--- src/rtl/phy_rx_serial_demux_if.sv ---
// Bundle of the serial receive lane and its demultiplexed outputs.
// The master side feeds serial bits and observes the outputs; the slave side is the receiver.
interface phy_rx_serial_demux_if #(
    parameter int unsigned DATA_W = 8,
    parameter int unsigned NUM_CH = 4
);
    logic                       data_in;
    logic [DATA_W-1:0]          par_data;
    logic                       par_valid;
    logic [NUM_CH*DATA_W-1:0]   data_out;
    logic [NUM_CH-1:0]          valid_out;
    logic                       active;

    modport master (
        output data_in,
        input  par_data,
        input  par_valid,
        input  data_out,
        input  valid_out,
        input  active
    );

    modport slave (
        input  data_in,
        output par_data,
        output par_valid,
        output data_out,
        output valid_out,
        output active
    );
endinterface

--- src/rtl/phy_rx_serial_demux.sv ---
// Serial-to-parallel receiver with comma-based word alignment and a
// round-robin 1xNUM_CH demux. Bits arrive MSB first, one per clk.
// A word is registered on the same edge that samples its last bit.
module phy_rx_serial_demux #(
    parameter int unsigned       DATA_W   = 8,
    parameter int unsigned       NUM_CH   = 4,
    parameter logic [DATA_W-1:0] COMMA    = 8'hBC,
    parameter int unsigned       LOCK_CNT = 4
) (
    input  logic                  clk,
    input  logic                  reset,
    phy_rx_serial_demux_if.slave  bus
);
    localparam int unsigned BW = $clog2(DATA_W);
    localparam int unsigned FW = $clog2(DATA_W + 1);
    localparam int unsigned CW = $clog2(LOCK_CNT + 1);
    localparam int unsigned SW = $clog2(NUM_CH);

    localparam logic [BW-1:0] BIT_LAST  = BW'(DATA_W - 1);
    localparam logic [FW-1:0] FILL_MIN  = FW'(DATA_W - 1);
    localparam logic [FW-1:0] FILL_MAX  = FW'(DATA_W);
    localparam logic [CW-1:0] LOCK_LAST = CW'(LOCK_CNT - 1);
    localparam logic [SW-1:0] CH_LAST   = SW'(NUM_CH - 1);

    typedef enum logic [1:0] {
        S_SEARCH = 2'd0,
        S_ALIGN  = 2'd1,
        S_ACTIVE = 2'd2
    } state_t;

    state_t                     state_q,     state_d;
    logic [DATA_W-1:0]          sr_q,        sr_d;
    logic [FW-1:0]              fill_q,      fill_d;
    logic [BW-1:0]              bit_cnt_q,   bit_cnt_d;
    logic [CW-1:0]              comma_cnt_q, comma_cnt_d;
    logic [SW-1:0]              ch_sel_q,    ch_sel_d;
    logic [DATA_W-1:0]          par_data_q,  par_data_d;
    logic                       par_valid_q, par_valid_d;
    logic [NUM_CH*DATA_W-1:0]   data_out_q,  data_out_d;
    logic [NUM_CH-1:0]          valid_out_q, valid_out_d;
    logic                       active_q,    active_d;

    logic                       word_done_s;
    logic                       is_comma_s;
    logic [BW-1:0]              bit_cnt_next_s;

    // Next-state logic: shift register, fill tracking, alignment FSM and demux.
    always_comb begin
        sr_d        = {sr_q[DATA_W-2:0], bus.data_in};
        state_d     = state_q;
        bit_cnt_d   = bit_cnt_q;
        comma_cnt_d = comma_cnt_q;
        ch_sel_d    = ch_sel_q;
        par_data_d  = par_data_q;
        par_valid_d = 1'b0;
        data_out_d  = data_out_q;
        valid_out_d = {NUM_CH{1'b0}};
        active_d    = active_q;

        // Fill saturates so that post-reset zeros can never look like a comma.
        if (fill_q == FILL_MAX) begin
            fill_d = fill_q;
        end else begin
            fill_d = fill_q + FW'(1);
        end

        is_comma_s  = (sr_d == COMMA);
        word_done_s = (bit_cnt_q == BIT_LAST);
        if (word_done_s) begin
            bit_cnt_next_s = {BW{1'b0}};
        end else begin
            bit_cnt_next_s = bit_cnt_q + BW'(1);
        end

        case (state_q)
            S_SEARCH: begin
                // Any bit position may start a word; a comma fixes the phase.
                if ((fill_q >= FILL_MIN) && is_comma_s) begin
                    bit_cnt_d   = {BW{1'b0}};
                    comma_cnt_d = CW'(1);
                    if (LOCK_CNT == 1) begin
                        state_d  = S_ACTIVE;
                        active_d = 1'b1;
                    end else begin
                        state_d  = S_ALIGN;
                    end
                end else begin
                    state_d = S_SEARCH;
                end
            end
            S_ALIGN: begin
                bit_cnt_d = bit_cnt_next_s;
                if (word_done_s) begin
                    if (is_comma_s) begin
                        comma_cnt_d = comma_cnt_q + CW'(1);
                        if (comma_cnt_q == LOCK_LAST) begin
                            state_d  = S_ACTIVE;
                            active_d = 1'b1;
                        end else begin
                            state_d  = S_ALIGN;
                        end
                    end else begin
                        // Misaligned or corrupted: drop the count and hunt again.
                        comma_cnt_d = {CW{1'b0}};
                        state_d     = S_SEARCH;
                    end
                end else begin
                    state_d = S_ALIGN;
                end
            end
            S_ACTIVE: begin
                bit_cnt_d = bit_cnt_next_s;
                if (word_done_s) begin
                    if (is_comma_s) begin
                        // Idle symbol restarts the frame on channel 0.
                        ch_sel_d = {SW{1'b0}};
                    end else begin
                        par_data_d  = sr_d;
                        par_valid_d = 1'b1;
                        for (int k = 0; k < int'(NUM_CH); k++) begin
                            if (ch_sel_q == SW'(k)) begin
                                data_out_d[k*DATA_W +: DATA_W] = sr_d;
                                valid_out_d[k]                 = 1'b1;
                            end else begin
                                valid_out_d[k] = 1'b0;
                            end
                        end
                        if (ch_sel_q == CH_LAST) begin
                            ch_sel_d = {SW{1'b0}};
                        end else begin
                            ch_sel_d = ch_sel_q + SW'(1);
                        end
                    end
                end else begin
                    state_d = S_ACTIVE;
                end
            end
            default: begin
                state_d = S_SEARCH;
            end
        endcase
    end

    // State and output registers with synchronous reset dominating all events.
    always_ff @(posedge clk) begin
        if (reset) begin
            state_q     <= S_SEARCH;
            sr_q        <= {DATA_W{1'b0}};
            fill_q      <= {FW{1'b0}};
            bit_cnt_q   <= {BW{1'b0}};
            comma_cnt_q <= {CW{1'b0}};
            ch_sel_q    <= {SW{1'b0}};
            par_data_q  <= {DATA_W{1'b0}};
            par_valid_q <= 1'b0;
            data_out_q  <= {(NUM_CH*DATA_W){1'b0}};
            valid_out_q <= {NUM_CH{1'b0}};
            active_q    <= 1'b0;
        end else begin
            state_q     <= state_d;
            sr_q        <= sr_d;
            fill_q      <= fill_d;
            bit_cnt_q   <= bit_cnt_d;
            comma_cnt_q <= comma_cnt_d;
            ch_sel_q    <= ch_sel_d;
            par_data_q  <= par_data_d;
            par_valid_q <= par_valid_d;
            data_out_q  <= data_out_d;
            valid_out_q <= valid_out_d;
            active_q    <= active_d;
        end
    end

    assign bus.par_data  = par_data_q;
    assign bus.par_valid = par_valid_q;
    assign bus.data_out  = data_out_q;
    assign bus.valid_out = valid_out_q;
    assign bus.active    = active_q;

endmodule

--- src/flat_wrapper.sv ---
// flat-port wrapper written by rule: the top's interface ports become plain ports
module phy_rx_serial_demux_flat 
#(
    parameter int unsigned       DATA_W   = 8,
    parameter int unsigned       NUM_CH   = 4,
    parameter logic [DATA_W-1:0] COMMA    = 8'hBC,
    parameter int unsigned       LOCK_CNT = 4
)
  (clk, reset, bus_data_in, bus_par_data, bus_par_valid, bus_data_out, bus_valid_out, bus_active);
  phy_rx_serial_demux_if #(.DATA_W(DATA_W), .NUM_CH(NUM_CH)) bus_i ();
  input  logic clk;
  input  logic reset;
  input wire logic [$bits(bus_i.data_in)-1:0] bus_data_in;
  output wire logic [$bits(bus_i.par_data)-1:0] bus_par_data;
  output wire logic [$bits(bus_i.par_valid)-1:0] bus_par_valid;
  output wire logic [$bits(bus_i.data_out)-1:0] bus_data_out;
  output wire logic [$bits(bus_i.valid_out)-1:0] bus_valid_out;
  output wire logic [$bits(bus_i.active)-1:0] bus_active;
  assign bus_i.data_in = bus_data_in;
  assign bus_par_data = bus_i.par_data;
  assign bus_par_valid = bus_i.par_valid;
  assign bus_data_out = bus_i.data_out;
  assign bus_valid_out = bus_i.valid_out;
  assign bus_active = bus_i.active;
  phy_rx_serial_demux #(.DATA_W(DATA_W), .NUM_CH(NUM_CH), .COMMA(COMMA), .LOCK_CNT(LOCK_CNT)) u_core (.clk(clk), .reset(reset), .bus(bus_i));
endmodule
--- config.mk ---
export PLATFORM = sky130hd
export DESIGN_NAME = phy_rx_serial_demux_flat
export DESIGN_NICKNAME = d
export VERILOG_FILES = /design/src/rtl/phy_rx_serial_demux_if.sv /design/src/rtl/phy_rx_serial_demux.sv /design/src/flat_wrapper.sv
export SDC_FILE = /design/constraint.sdc
export NUM_CORES = 1
export LEC_CHECK = 0
export ABC_AREA = 1
export CAP_MARGIN = 0
export CELL_PAD_IN_SITES_DETAIL_PLACEMENT = 1
export CELL_PAD_IN_SITES_GLOBAL_PLACEMENT = 2
export CORE_ASPECT_RATIO = 0.8
export CORE_UTILIZATION = 27
export DETAILED_ROUTE_END_ITERATION = 6
export PLACE_DENSITY = 0.87
export SYNTH_ARGS = -nofsm -noshare
export SYNTH_HDL_FRONTEND = slang
export SYNTH_SLANG_ARGS = --single-unit
--- constraint.sdc ---
create_clock -name clk -period 1.5 [get_ports clk]
set_input_delay 0.3 -clock clk [delete_from_list [all_inputs] [get_ports clk]]
set_output_delay 0.3 -clock clk [all_outputs]
set_load 0.01 [all_outputs]
# After elaboration in Yosys (flattened, before gate mapping)

Cells that the tools add are included.

Output and inout bits: 46
Input bits: 3
Logic and storage cells: 71
Flip-flop bits (word level): 67

$lt $le $gt $ge: 1
Equality and inequality tests: 12
Add/subtract/negate cells: 4
Muxes and demuxes: 20
Reduce and logical (&&, ||, !) cells: 17
Bitwise operators: 3

Operator list:

| operator            | count |
|---|---|
| $reduce_and 4->1    | 5 |
| $mux 3              | 5 |
| $mux 2              | 6 |
| $pmux 3 s2          | 2 |
| $eq 8x8->1 const B  | 1 |
| $add 3x1->3 const B | 2 |
| $eq 2x2->1 const B  | 3 |
| $mux 1              | 6 |
| $pmux 2 s3          | 1 |
| $reduce_and 3->1    | 2 |
| $add 4x1->4 const B | 1 |
| $eq 2x1->1 const B  | 2 |
| $eq 4x4->1 const B  | 1 |
| $ge 4x3->1 const B  | 1 |
| $logic_not 2->1     | 2 |
| $ne 2x1->1 const B  | 2 |
| $reduce_and 2->1    | 2 |
| $reduce_bool 2->1   | 2 |
| $reduce_or 4->1     | 1 |
| $eq 3x2->1 const B  | 1 |
| $eq 3x3->1 const B  | 1 |
| $not 1->1           | 3 |
| $reduce_or 3->1     | 1 |
| $add 2x1->2 const B | 1 |
| other kinds (3)     | 3 |

# Logic depth before layout (Yosys ltp)

Gate-level depths: netlist of the first run.

Depth after elaboration: 5
Gate-level depth with buffers: 11

# Worst setup path before layout of the first run

No wires, ideal clock.

Path type: flip-flop to flip-flop
Start point: reg u_core.bit_cnt_q[0]
End point: reg u_core.ch_sel_q[1]
Period minus slack after synthesis: 1.513 ns
Stages on the path, launching flop included: 12
Setup time: 0.128 ns
Buffers on the path: 1
Data required time: 1.372 ns
Setup slack: -0.013 ns
Data arrival time: 1.384 ns
Path through: dfxtp_1 -> ha_1 -> ha_1 -> nand2_1 -> inv_1 -> nand2_4 -> inv_2 -> buf_6 -> nand2_1 -> inv_1 -> nand2_1 -> o31ai_1

Word-level cells in the longest chain between the ends: 2

Ends and longest elaborated chain:

| what                       | line                       | source |
|---|---|---|
| start, declared            | phy_rx_serial_demux.sv:34  | `logic [BW-1:0] bit_cnt_q, bit_cnt_d;` |
| start signal, assigned     | phy_rx_serial_demux.sv:150 | `bit_cnt_q <= {BW{1'b0}};` |
| start signal, assigned     | phy_rx_serial_demux.sv:162 | `bit_cnt_q <= bit_cnt_d;` |
| $eq 3x3->1                 | phy_rx_serial_demux.sv:68  | `word_done_s = (bit_cnt_q == BIT_LAST);` |
| $reduce_and 2->1 (no line) | -                          |  |
| end signal, assigned       | phy_rx_serial_demux.sv:152 | `ch_sel_q <= {SW{1'b0}};` |
| end signal, assigned       | phy_rx_serial_demux.sv:164 | `ch_sel_q <= ch_sel_d;` |
| end, declared              | phy_rx_serial_demux.sv:36  | `logic [SW-1:0] ch_sel_q, ch_sel_d;` |

Every way passes these cells.
A chain may end at the register's enable or synchronous reset.

# Worst setup path in the final report of the first run

Start point: reg u_core.bit_cnt_q[1]
End point: reg u_core.par_data_q[1], in the netlist u_core.bus.par_data[1]

Word-level cells in the longest chain between the ends: 2

Ends and longest elaborated chain:

| what                       | line                       | source |
|---|---|---|
| $eq 3x3->1                 | phy_rx_serial_demux.sv:68  |  |
| $reduce_and 3->1 (no line) | -                          |  |
| end signal, assigned       | phy_rx_serial_demux.sv:153 | `par_data_q <= {DATA_W{1'b0}};` |
| end signal, assigned       | phy_rx_serial_demux.sv:165 | `par_data_q <= par_data_d;` |
| end, declared              | phy_rx_serial_demux.sv:37  | `logic [DATA_W-1:0] par_data_q, par_data_d;` |

Every way passes these cells.

==> results of run 1 <==
-- state kept, by name, summed over array words and instances (netlist names), 2 cells and up --
name	count
u_core.bus.par_data	8
u_core.bit_cnt_q	3
u_core.comma_cnt_q	3
u_core.state_q	2
u_core.ch_sel_q	2
u_core.sr_q	7
u_core.fill_q	4
u_core.bus.data_out	32
u_core.bus.valid_out	4
-- logic make-up (layout without fill, tap and decap cells) --
family	count (synthesis)	count (layout)	share of synthesized area
and+or+nand+nor	126	126	0.215
DFF	67	67	0.519
AOI/OAI and AO/OA	65	65	0.131
buffers and inverters	43	128	0.0673
adders and majority gates	14	14	0.0678
-- synthesized netlist by cell type, types with 2 or more instances --
| cell type | number |
|---|---|
| nor2_1 | 38 |
| nand2_2 | 4 |
| ha_1 | 14 |
| inv_1 | 31 |
| or2_2 | 2 |
| nor3_1 | 2 |
| nand2_1 | 45 |
| inv_2 | 2 |
| a21oi_1 | 23 |
| dfxtp_1 | 67 |
| nand3_1 | 32 |
| o21a_1 | 2 |
| clkbuf_1 | 5 |
| o21ai_0 | 35 |
| o21ai_1 | 2 |
-- path summary, 6_finish.rpt --
path | startpoint | to | slack, ns | depth (start not counted)
setup reg to reg | u_core.bit_cnt_q[1] | u_core.bus.par_data[1] | -0.004 | 9
setup / recovery | u_core.bit_cnt_q[1] | u_core.bus.par_data[1] | -0.004 | 9
hold reg to reg | u_core.sr_q[0] | u_core.sr_q[1] | 0.47 | 2
hold / removal | bus_data_in | u_core.sr_q[0] | 0.47 | 4
-- critical path: stages, from the launching register on --
cell       delay [ns]
dfxtp_2          0.33
ha_4             0.16
ha_4             0.17
nand2_4          0.07
inv_4            0.05
nand2_8          0.10
inv_8            0.05
bufbuf_16        0.27
o21ai_2          0.14
a21oi_1          0.05
-- stage by stage --
stage | setup WS [ns] | hold slack (ns) | total power, W | instance area [um2] | instances
6_report | -0.00398 | 0.465 | 0.00404 | 3820 | 515
5_1_grt | -0.0493 | 0.488 | 0.00416 | 3820 | 515
4_1_cts | -0.0310 | 0.458 | 0.00406 | 3740 | 514
3_5_place_dp | -0.361 | 0.448 | 0.00194 | 3380 | 495
3_3_place_gp | -0.321 | 0.441 | 0.00193 | 3380 | 495
2_1_floorplan | 0.0292 | 0.384 | 0.00188 | 2580 | 315
-- report_power, final --
group	leakage (nW)	internal, W	total (W)	switching [W]
combinational	1.13	0.0000389	0.000103	0.0000643
sequential	0.543	0.00179	0.00180	0.00000654
clock	0.146	0.00130	0.00214	0.000839
total	1.82	0.00313	0.00404	0.000909
-- repair_timing --
| item | 4_1_cts | 5_1_grt |
|---|---|---|
| setup buffers | 2 | 1 |
| cloned | 1 | 0 |
| gates resized for setup | 62 | 25 |
| pin swaps | 4 | 6 |
| endpoints found under the setup margin | 81 | 46 |
-- area by class of cell --
cell class	count	area [um2]	share of cell area
clock buffer	9	225	0.0590
clock inverter	7	77.6	0.0203
inverter	34	138	0.0360
multi-input combinational	205	1170	0.306
sequential	67	1350	0.353
tap	115	144	0.0377
timing repair buffer	78	719	0.188
-- routing by layer --
layer  share of wire  global-route usage  wire, um  vias up
li1                -                   -         -     1191
met5               0                   0         0        -
met2            0.49               0.282      3730       42
met4           0.018              0.0872       136        0
met1            0.46               0.195      3510     1126
met3           0.032              0.0292       242       11
==> impl_metrics.py, run 1 <==
metrics = {
    "synth": {
        "ys_types": 26,
        "synth-edff-count": 0,
        "seq_area_frac_synth": 0.519,
        "yosysTopAreaCellShare": 0.519,
        "ys_ff_latch": 67,
        "syn_nets": 332,
        "avgSynthCellArea_um2": 8.20,
        "synthesis.area_mm2": 0.00258,
        "yosysWarningCount": 0,
        "synthTopCellsByArea": "dfxtp_1 52%, ha_1 6.8%, o21ai_0 6.8%",
        "synthArstFlopShare": 0,
        "synth_area_leader_cell": "dfxtp_1",
        "synthCells": 315,
        "ys.flop_type": "dfxtp_1",
    },
    "hold_path": {
        "worstHoldPathType": "input pin to flop",
    },
    "placement": {
        "gp_congestion": 0.750,
        "dp_hpwl_um": 5280,
        "port-buffer-count": 48,
    },
    "floorplan": {
        "rows": 31,
        "dieHeight_um": 89.5,
        "core_mm2": 0.00915,
        "die_w_um": 111,
        "top_level_ports": 49,
        "start_util": 0.282,
        "die-area_mm2": 0.00996,
    },
    "detailed_routing": {
        "vias": 2370,
        "drc": 4,
        "post_drt_wl_per_cell_um": 14.8,
        "drt_iter0_drc": 64,
        "viasPerCell": 4.60,
        "ant_nets": 0,
        "routed_wl_um": 7620,
        "firstDrtPassIters": 6,
    },
    "timing": {
        "finalClockSkew_ns": 0.00610,
        "worstMarginPinSlew_ns": 0.286,
        "relSlewSlack": 0.810,
        "period_needed_ns": 1.50,
        "rsz0062_at_grt": "yes",
        "fmax_ghz": 0.665,
        "timing.final.max_slew_violations": 0,
        "fin_setup_tns_ns": -0.00398,
        "setup_slack_ns": -0.00398,
        "post-route-period-util": 1.00,
        "final_hold_viol_count": 0,
        "setup_viol": 1,
    },
    "final_layout": {
        "num_antenna_cells": 0,
        "area_growth_syn_to_layout_pct": 47.9,
        "fin_util": 0.417,
        "drive_gt1_frac": 0.213,
        "final_cell_mix": "62 x dfxtp_1, 39 x dlygate4sd2_1, 38 x nand2_1",
        "final_common_cell": "dfxtp_1",
        "fill_cells": 1083,
        "nets": 412,
    },
    "critical_path": {
        "worst_setup_path_end_kind": "flop",
        "critical_path_arrival_ns": 1.72,
        "required_ns": 1.72,
        "cp-start-kind": "flop",
        "path_max_fanout": 9,
        "path_class": "flop to flop",
    },
    "clocking": {
        "cts.sinks": 67,
        "cts_root_buf": "clkbuf_16",
        "cts_hold_buf": 0,
        "clkTransAtPathRegs_ns": 0.06,
        "clock_latency_ns": 0.33,
        "htree_levels": 3,
        "cts_max_path_buffers": 2,
        "cts_tree": "built",
        "numCtsBuffers": 9,
    },
    "grt": {
        "grt_pass1_wl_um": 12300,
        "antenna_found_initial": 0,
        "grt_pass1_vias": 2467,
        "grt-ovfl-total": 0,
        "grtUsageTotal": 0.162,
        "grt_max_degree": 24,
    },
    "job": {
        "drv_cap": 0,
    },
    "power_and_ir_drop": {
        "p_per_area_mw_per_mm2": 1060,
        "ir_drop_mv": 0.585,
        "p_leak_nw": 1.82,
    },
    "status": {
        "status": "complete, but fails checks",
        "violations": "design-rule violations, negative setup slack",
    },
}
Note: power is estimated with default switching activity, not from simulation.
==> inputs of run 2 (changes only) <==
--- a/config.mk
+++ b/config.mk
@@ -10,9 +10,10 @@
 export CELL_PAD_IN_SITES_DETAIL_PLACEMENT = 1
 export CELL_PAD_IN_SITES_GLOBAL_PLACEMENT = 2
 export CORE_ASPECT_RATIO = 0.8
-export CORE_UTILIZATION = 27
+export CORE_UTILIZATION = 25
 export DETAILED_ROUTE_END_ITERATION = 6
-export PLACE_DENSITY = 0.87
+export HOLD_SLACK_MARGIN = 0.05
+export PLACE_DENSITY = 0.82
 export SYNTH_ARGS = -nofsm -noshare
 export SYNTH_HDL_FRONTEND = slang
 export SYNTH_SLANG_ARGS = --single-unit
==> run 2 against run 1 <==
Compared with the run above: the run now ends clean; non-clock buffer count did not move; first-iteration DRC count rose by 11%; sequential power barely moved; critical path depth fell by 8; cell count rose by 4.1%; register-to-register slack improved by 0.06 ns; critical path type is now flop to primary output.
==> impl_metrics.py, run 2 (synthesized netlist as in run 1, its figures left out) <==
metrics = {
    "clocking": {
        "cts.sinks": 67,
        "clock_latency_ns": 0.34,
        "clkTransAtPathRegs_ns": 0.06,
        "cts_root_buf": "clkbuf_16",
        "cts_max_path_buffers": 2,
        "cts_hold_buf": 0,
        "cts_tree": "built",
        "htree_levels": 3,
        "numCtsBuffers": 9,
    },
    "final_layout": {
        "final_cell_mix": "63 x dfxtp_1, 43 x dlygate4sd2_1, 35 x nand2_1",
        "fin_util": 0.391,
        "nets": 412,
        "area_growth_syn_to_layout_pct": 49.2,
        "largest_reg_flops": 32,
        "num_antenna_cells": 0,
        "drive_gt1_frac": 0.220,
        "final_common_cell": "dfxtp_1",
    },
    "critical_path": {
        "required_ns": 1.20,
        "crit_slowest_cell": "clkdlybuf4s50_1",
        "cpPeakStageDelay_ns": 0.52,
        "worst_setup_path_end_kind": "primary output",
        "rrSetupSlack_ns": 0.06,
        "cp-start-kind": "flop",
        "cp_top_family": "buffers and inverters",
        "path_class": "flop to primary output",
        "worstPathCellList": "clkdlybuf4s50_1",
        "path_max_fanout": 1,
        "crit_buf_inv": 1,
        "critical_path_arrival_ns": 1.16,
    },
    "timing": {
        "fmax_ghz": 0.685,
        "post-route-period-util": 0.973,
        "timing.final.max_slew_violations": 0,
        "finalClockSkew_ns": 0.00726,
        "setup_viol": 0,
        "worstMarginPinSlew_ns": 0.316,
        "final_hold_viol_count": 0,
        "rsz0062_at_grt": "yes",
        "period_needed_ns": 1.46,
        "relSlewSlack": 0.790,
        "setup_slack_ns": 0.0406,
    },
    "placement": {
        "port-buffer-count": 48,
        "pre_cts_ws_ns": -0.340,
        "gp_congestion": 0.750,
        "dp_hpwl_um": 5380,
    },
    "detailed_routing": {
        "viasPerCell": 4.46,
        "post_drt_wl_per_cell_um": 14.6,
        "firstDrtPassIters": 4,
        "ant_nets": 0,
        "drt_iter0_drc": 71,
        "drc": 0,
        "vias": 2391,
        "routed_wl_um": 7830,
    },
    "grt": {
        "grt_max_degree": 33,
        "grt-ovfl-total": 0,
        "grt_pass1_wl_um": 12500,
        "antenna_found_initial": 0,
        "grt_pass1_vias": 2505,
        "grtUsageTotal": 0.155,
    },
    "job": {
        "drv_cap": 0,
    },
    "power_and_ir_drop": {
        "ir_drop_mv": 0.392,
        "p_per_area_mw_per_mm2": 1030,
        "p_leak_nw": 1.81,
    },
    "floorplan": {
        "start_util": 0.262,
        "dieHeight_um": 92.9,
        "die_w_um": 116,
        "core_mm2": 0.00985,
        "top_level_ports": 49,
        "die-area_mm2": 0.0107,
        "rows": 32,
    },
    "hold_path": {
        "worstHoldPathType": "flop to flop",
    },
    "status": {
        "status": "completed",
    },
}
[run 2: cell count changes in the layout (fill, tap and decap cells not counted), moves of 3 or more]
cell           before  now
o21ai_0            29   33
nand2_1            38   35
dlygate4sd2_1      39   43
o21ai_1             7    4
[run 2: timing repair]
item	CTS	global route
setup buffers	2	4
setup endpoints to repair	89	52
cloned	0	1
resized for setup	59	34
endpoints found under the hold margin	0	0
pin swaps	3	6
[run 2: where the power goes]
part | total, W | internal [W] | switching [W]
combinational | 0.0000956 | 0.0000313 | 0.0000643
sequential | 0.00180 | 0.00179 | 0.00000753
clock | 0.00208 | 0.00116 | 0.000920
[run 2: per-layer routing]
metal	share of wire	global-route usage
met2	0.48	0.255
met1	0.48	0.197
met5	0	0
met3	0.031	0.0478
met4	0.0095	0.0385
[run 2: worst paths after layout]
path | cells after the start | end | from
worst max-delay path | 1 | bus_valid_out[0] | u_core.bus.valid_out[0]
worst min-delay path | 1 | u_core.fill_q[0] | u_core.fill_q[0]
worst max register to register | 9 | u_core.bus.par_data[5] | u_core.bit_cnt_q[1]
worst min register to register | 1 | u_core.fill_q[0] | u_core.fill_q[0]
[run 2: stage by stage]
stage               instance area, um2  hold slack [ns]  total power, W  cells  setup TNS [ns]
global placement                  3380            0.440         0.00193    513          -12.71
detailed placement                3380            0.452         0.00193    513          -15.01
CTS                               3680            0.458         0.00401    531               0
finish                            3850            0.445         0.00397    536               0
global route                      3850            0.476         0.00411    536         -0.0472
floorplan                         2580            0.384         0.00188    315               0
[run 2: cell type report]
class / count / area [um2]
Fill cell: 1201 / 6000
Sequential cell: 67 / 1350
Multi-Input combinational cell: 205 / 1200
Timing Repair Buffer: 78 / 706
Clock buffer: 9 / 225
Tap cell: 136 / 170
Inverter: 34 / 138
Clock inverter: 7 / 65.1
